## src/rtl/fifo_pkg.sv

```systemverilog
// fifo_pkg: shared widths and standard FIFO depths for the QSPI controller
package fifo_pkg;
    localparam int DEF_DATA_WIDTH = 32;
    localparam int DEF_ADDR_WIDTH = 4;
    localparam int TX_FIFO_ADDR_WIDTH = 4;
    localparam int RX_FIFO_ADDR_WIDTH = 4;
endpackage

```

## src/rtl/fifo_mem.sv

```systemverilog
// fifo_mem: register array with one write port and one registered read port
module fifo_mem
    import fifo_pkg::*;
#(
    parameter int DATA_WIDTH = DEF_DATA_WIDTH,
    parameter int ADDR_WIDTH = DEF_ADDR_WIDTH
) (
    input  logic                  clk,
    input  logic                  reset,
    input  logic                  we,
    input  logic [ADDR_WIDTH-1:0] waddr,
    input  logic [DATA_WIDTH-1:0] wdata,
    input  logic                  re,
    input  logic [ADDR_WIDTH-1:0] raddr,
    output logic [DATA_WIDTH-1:0] rdata
);
    logic [DATA_WIDTH-1:0] mem [2**ADDR_WIDTH];

    // storage is deliberately left unreset
    always_ff @(posedge clk)
        if (we) mem[waddr] <= wdata;

    always_ff @(posedge clk)
        if (!reset) rdata <= '0;
        else if (re) rdata <= mem[raddr];
endmodule

```

## src/rtl/fifo.sv

```systemverilog
// fifo: single-clock FIFO with wrap-bit pointers, full/empty flags and fill count
module fifo
    import fifo_pkg::*;
#(
    parameter int DATA_WIDTH = DEF_DATA_WIDTH,
    parameter int ADDR_WIDTH = DEF_ADDR_WIDTH
) (
    input  logic                  clk,
    input  logic                  reset,
    input  logic                  wr_en,
    input  logic [DATA_WIDTH-1:0] data_in,
    output logic                  full,
    input  logic                  rd_en,
    output logic [DATA_WIDTH-1:0] data_out,
    output logic                  empty,
    output logic [ADDR_WIDTH:0]   count
);
    logic [ADDR_WIDTH:0] wr_ptr, rd_ptr;
    logic wr_accept, rd_accept;

    assign empty = wr_ptr == rd_ptr;
    assign full = wr_ptr[ADDR_WIDTH-1:0] == rd_ptr[ADDR_WIDTH-1:0] && wr_ptr[ADDR_WIDTH] != rd_ptr[ADDR_WIDTH];
    assign count = wr_ptr - rd_ptr;
    assign rd_accept = rd_en & ~empty;
    // a write into a full FIFO is fine when the oldest slot is being read out on the same edge
    assign wr_accept = wr_en & (~full | rd_accept);

    always_ff @(posedge clk)
        if (!reset) begin
            wr_ptr <= '0;
            rd_ptr <= '0;
        end else begin
            if (wr_accept) wr_ptr <= wr_ptr + 1'b1;
            if (rd_accept) rd_ptr <= rd_ptr + 1'b1;
        end

    fifo_mem #(.DATA_WIDTH(DATA_WIDTH), .ADDR_WIDTH(ADDR_WIDTH)) u_mem (
        .clk(clk),
        .reset(reset),
        .we(wr_accept),
        .waddr(wr_ptr[ADDR_WIDTH-1:0]),
        .wdata(data_in),
        .re(rd_accept),
        .raddr(rd_ptr[ADDR_WIDTH-1:0]),
        .rdata(data_out)
    );
endmodule

```

## config.mk

```make
export PLATFORM = sky130hd
export DESIGN_NAME = fifo
export DESIGN_NICKNAME = d
export VERILOG_FILES = /design/src/rtl/fifo_pkg.sv /design/src/rtl/fifo_mem.sv /design/src/rtl/fifo.sv
export SDC_FILE = /design/constraint.sdc
export NUM_CORES = 1
export LEC_CHECK = 0
export ABC_AREA = 1
export CAP_MARGIN = 20
export CORE_ASPECT_RATIO = 1.1
export CORE_UTILIZATION = 47
export CTS_BUF_LIST = sky130_fd_sc_hd__clkbuf_2 sky130_fd_sc_hd__clkbuf_4 sky130_fd_sc_hd__clkbuf_8
export DETAILED_ROUTE_END_ITERATION = 10
export PLACE_DENSITY = 0.69
export SYNTH_ARGS = -nofsm -noshare
export SYNTH_HDL_FRONTEND = slang
export SYNTH_SLANG_ARGS = --single-unit
```

## constraint.sdc

```tcl
create_clock -name clk -period 6.47 [get_ports clk]
set_clock_uncertainty 0.05 [all_clocks]
set_input_delay 0.647 -clock clk [delete_from_list [all_inputs] [get_ports clk]]
set_output_delay 0.647 -clock clk [all_outputs]
set_load 0.05 [all_outputs]
```

# Yosys cells after proc, flatten, opt, wreduce, memory -nomap -nowiden

Memory sizes are Yosys's and may differ from the RTL's. A register that Yosys moved wholly into a read port is not among the register bits.
Cells that the tools add are included.

Add/sub/neg operators: 3
Eq/ne operators: 3
Reduce and logical (&&, ||, !) cells: 2
Muxes and demuxes: 2
Bitwise operators: 5

Operator list:

| operator                                    | count |
|---|---|
| adder 5 x 1 -> 5 bit, second input constant | 2 |
| == test 5 bit                               | 1 |
| subtractor 5 bit                            | 1 |
| == test 4 bit                               | 1 |
| bitwise AND 1 bit                           | 2 |
| 2-to-1 mux 1 bit                            | 2 |
| NOT 1 bit                                   | 2 |
| logical AND 1 bit                           | 1 |
| logical NOT 1 bit                           | 1 |
| != test 1 bit                               | 1 |
| OR 1 bit                                    | 1 |

Memories: 1
Input bits: 36
Bits in registers: 10
Bits in writable memories: 512
Output and inout port bits: 39

Memories:

| memory    | words | bits a word | rd ports | clocked after Yosys merged registers in | write ports | line           | text |
|---|---|---|---|---|---|---|---|
| u_mem.mem | 16    | 32          | 1        | 1                                       | 1           | fifo_mem.sv:17 | `logic [DATA_WIDTH-1:0] mem [2**ADDR_WIDTH];` |

# Longest topological paths before layout

Word-level depth: 7
Depth in mapped cells: 14

# By module

Synthesis repeated with hierarchy kept, for this count alone.

Cells, all modules: 1978
Area, all modules: 22602.9 µm²

Modules (own cells, without submodules):

| module   | cells each | instances | sequential area each (µm²) | area each (µm²) |
|---|---|---|---|---|
| fifo_mem | 1877       | 1         | 16015.4                    | 21871.0 |
| fifo     | 101        | 1         | 200.2                      | 732.0 |

# Least setup slack after synthesis

OpenSTA, ideal clock, no wires.

Path kind: register to register
From: reg rd_ptr[1]
To: mem u_mem.mem[0][0] (netlist bit) (enable)
Buffers on the path: 2
Data arrival time: 3.390 ns
Slack: 2.609 ns
Cell stages (with the launch flop): 12
Required time: 5.999 ns
Clock period less this slack: 3.861 ns
Cell sequence: dfxtp_1 inv_2 buf_2 buf_1 ha_1 nand4_1 nor2_1 nand2_1 nand2_2 inv_1 nand2_1 nor2_1

Cells in the longest elaborated chain, start to end: 7

RTL lines:

| what                                   | line           | text |
|---|---|---|
| from (decl)                            | fifo.sv:18     | `logic [ADDR_WIDTH:0] wr_ptr, rd_ptr;` |
| from (signal assigned)                 | fifo.sv:34     | `if (rd_accept) rd_ptr <= rd_ptr + 1'b1;` |
| == test 4 bit                          | fifo.sv:22     | `assign full = wr_ptr[ADDR_WIDTH-1:0] == rd_ptr[ADDR_WIDTH-1:0] && wr_ptr[ADDR_WIDTH] != rd_ptr[ADDR_WIDTH];` |
| logical AND 1 bit                      | fifo.sv:22     |  |
| named net full                         | fifo.sv:12     | `output logic full,` |
| NOT 1 bit                              | fifo.sv:26     | `assign wr_accept = wr_en & (~full \| rd_accept);` |
| OR 1 bit                               | fifo.sv:26     |  |
| bitwise AND 1 bit                      | fifo.sv:26     |  |
| 2-to-1 mux 1 bit                       | fifo_mem.sv:21 | `if (we) mem[waddr] <= wdata;` |
| 2-to-1 mux 1 bit (implied by the code) | fifo_mem.sv:21 |  |
| to (decl)                              | fifo_mem.sv:17 |  |

The timed path passes the listed nets, and every way through them passes these cells.

# Worst setup path in the final report

From: reg rd_ptr[1]
To: out count[4]

Cells in the longest elaborated chain, start to end: 1

RTL lines:

| what             | line       | text |
|---|---|---|
| subtractor 5 bit | fifo.sv:23 | `assign count = wr_ptr - rd_ptr;` |
| to (decl)        | fifo.sv:16 | `output logic [ADDR_WIDTH:0] count` |

No other way between the ends.

==> results.yml <==
timing:
  timing.final.ws_setup_ns: 1.84
  fin_crit_sh_pct: 71.6
  finalSetupViolCount: 0
  relSlewSlack_pct: 27.0
  hold_violations: 0
  period_needed_ns: 4.63
  max_slew.worst_pin.slew_ns: 1.09
  rsz0062_at_grt: "false"
  fin_tns_setup_ns: 0
  slew_violations: 0
  fmax_ghz: 0.216
pwr:
  swShare_pct: 28.9
  p_sw_mw: 2.37
  pwr-share-comb_pct: 16.0
  leakage_nw: 10.6
  sequentialPowerShare_pct: 49.9
  clockPowerShare_pct: 34.1
  vdd_ir_drop_max_mv: 0.152
  power.internal_mw: 5.83
  p_per_area_nw_per_um2: 312
grt:
  antenna_found_initial: 3
  grt_overflow: 0
  grt_pass1_vias: 14901
  grt_max_degree: 160
  grt_pass1_wl_mm: 87.6
  track_usage_pct: 22.9
worst_hold_path:
  min_path_type: "register to register"
logic_synthesis:
  synth_area_leaders: "edfxtp_1, nand2_1, nand3_1, inv_1, dfxtp_1"
  synthMuxAreaShare_pct: 0
  syn_area_per_cell_sq_um: 10.6
  synth_top_family_by_area: "simple AND/OR/NAND/NOR gates"
  synth_compound_area_share_pct: 2.61
  synth_top_cell_by_area: "edfxtp_1"
  synth_seq_cells: 554
  synth_cells: 2190
  synthSimpleGateAreaFrac_pct: 19.1
  syn_nets: 2236
  synth_xor_area_share_pct: 0.264
  synth_warnings: 0
  yosysUniqueCellTypes: 24
  syn_area_sq_um: 23300
  yosysTopAreaCellShare_pct: 66.1
  synthAdderAreaFrac_pct: 0.570
  yosysSeqAreaShare_pct: 69.7
routing:
  dr_total_vias: 15437
  final_antenna_net_count: 0
  wl_per_cell_microns: 19.4
  routed_wl_mm: 57.6
  drt_iter0_markers: 1832
  drt-pass1-iter-count: 5
  drc: 0
  viasPerCell: 5.20
clocking:
  cts_tree: "done"
  cts-buffers-inserted: 82
  ctsHoldBuffers: 0
  cts_max_path_buffers: 3
  clk_pin_slew_ns: 0.06
  clkLatencyLatePin_ns: 0.66
  h-tree-depth: 3
  clockRootBuffer: "clkbuf_8"
  postCtsSetupBuffers: 0
  cts_sinks: 554
  cts.repair.resized: 0
finish:
  nNetsFinal: 2296
  layout_commonest_cell: "nand2_1"
  final_cell_mix: "nand2_1, edfxtp_1, nand3_1"
  area_delta_synth_final_pct: 13.2
  drive_above_1_share_pct: 8.42
floorplanning:
  ios: 75
  std_cell_rows: 85
  die_h_microns: 235
  start_util_pct: 47.5
  dieWidth_microns: 214
  coreArea_sq_um: 48900
  die-area_sq_um: 50400
placed_design:
  port_buffers: 74
  place_ws_ns: 2.08
  dp_hpwl_mm: 33.1
  place_congestion: 0.908
worst_setup_path:
  crit_fanout: 77
  start_kind: "register"
  cp.arrival_ns: 3.94
  crit_type: "register to output pin"
  end_kind: "output pin"
  critPathRequiredTime_ns: 5.77
run:
  cap_violations: 0
outcome:
  status: "finished, final reports clean"
-- per-stage QoR --
step                      hold slack (ns)  total power, mW  cells  area (sq um)  util, %
final                               0.450             8.20   2968         26300     53.8
after global routing                0.478             8.50   2968         26300     53.8
after CTS                           0.449             8.23   2962         26200     53.5
after detailed placement            0.438             5.48   2813         24600     50.2
after global placement              0.423             5.46   2811         24500     50.1
after floorplan                     0.407             5.00   2190         23300        -
-- worst paths after layout --
check                    startpoint                          to  slack (ns)  depth (start not counted)
min          rd_ptr[4]$_SDFFE_PN0P_      rd_ptr[4]$_SDFFE_PN0P_        0.45                          2
min reg2reg  rd_ptr[4]$_SDFFE_PN0P_      rd_ptr[4]$_SDFFE_PN0P_        0.45                          2
max reg2reg  rd_ptr[1]$_SDFFE_PN0P_  u_mem.mem[1][24]$_DFFE_PP_        2.05                          9
max          rd_ptr[1]$_SDFFE_PN0P_                    count[4]        1.84                          6
-- layout make-up --
cell class / instances / area, sq um
Fill cell: 4165 / 22600
Sequential cell: 554 / 16200
Multi-Input combinational cell: 1185 / 5370
Clock buffer: 117 / 1440
Inverter: 339 / 1280
Timing Repair Buffer: 88 / 1010
Tap cell: 652 / 816
Clock inverter: 32 / 186
Antenna cell: 1 / 2.50
-- cell families (layout without fill, tap and decap cells) --
kind of cell               count (synthesis)  in the layout
adders and majority gates                 10             10
buffers and inverters                    451            576
xor gates and xnor gates                   7              7
and+or+nand+nor                         1058           1058
AOI/OAI and AO/OA                        110            110
DFF                                      554            554
other                                      0              1
-- sequential cells by signal, indices dropped and copies added, names as in the netlist --
register     flops
u_mem.rdata     32
rd_ptr           5
u_mem.mem      512
wr_ptr           5
-- worst max-delay path: stages (launching register included) --
cell and delay (ns):
dfxtp_4 0.94, inv_4 0.55, fa_1 0.62, nand3_1 0.10, nand2_1 0.06, xor2_1 0.13
clkdlybuf4s50_1 0.81
-- power by group through the flow --
stage	clock network (mW)	logic [mW]	registers, mW
after floorplan	0	0.763	4.23
final	2.79	1.31	4.09
after global placement	0	1.29	4.17
after CTS	2.83	1.31	4.09
after detailed placement	0	1.31	4.17
after global routing	2.97	1.42	4.10
-- layer usage --
metal	vias to the layer above	track usage [%]	share of wire, %
met3	94	3.72	7.7
li1	7316	-	-
met5	-	0	0.019
met1	7417	32.3	43
met2	608	36.2	48
met4	2	7.81	2.0
-- synth_stat cells --
cell / instances
nand3_1: 360
nand2_1: 639
nand2_2: 2
o21ai_0: 31
nor2_1: 54
buf_6: 3
edfxtp_1: 512
inv_2: 5
o21ai_1: 5
nand4_1: 1
nand3_2: 1
ha_1: 9
buf_2: 59
buf_4: 1
a21oi_1: 59
inv_1: 333
a21oi_2: 15
clkinv_1: 1
buf_1: 11
xor2_1: 7
nand2_4: 1
fa_1: 1
clkbuf_1: 38
dfxtp_1: 42
Power figures use the tool's default switching activity.
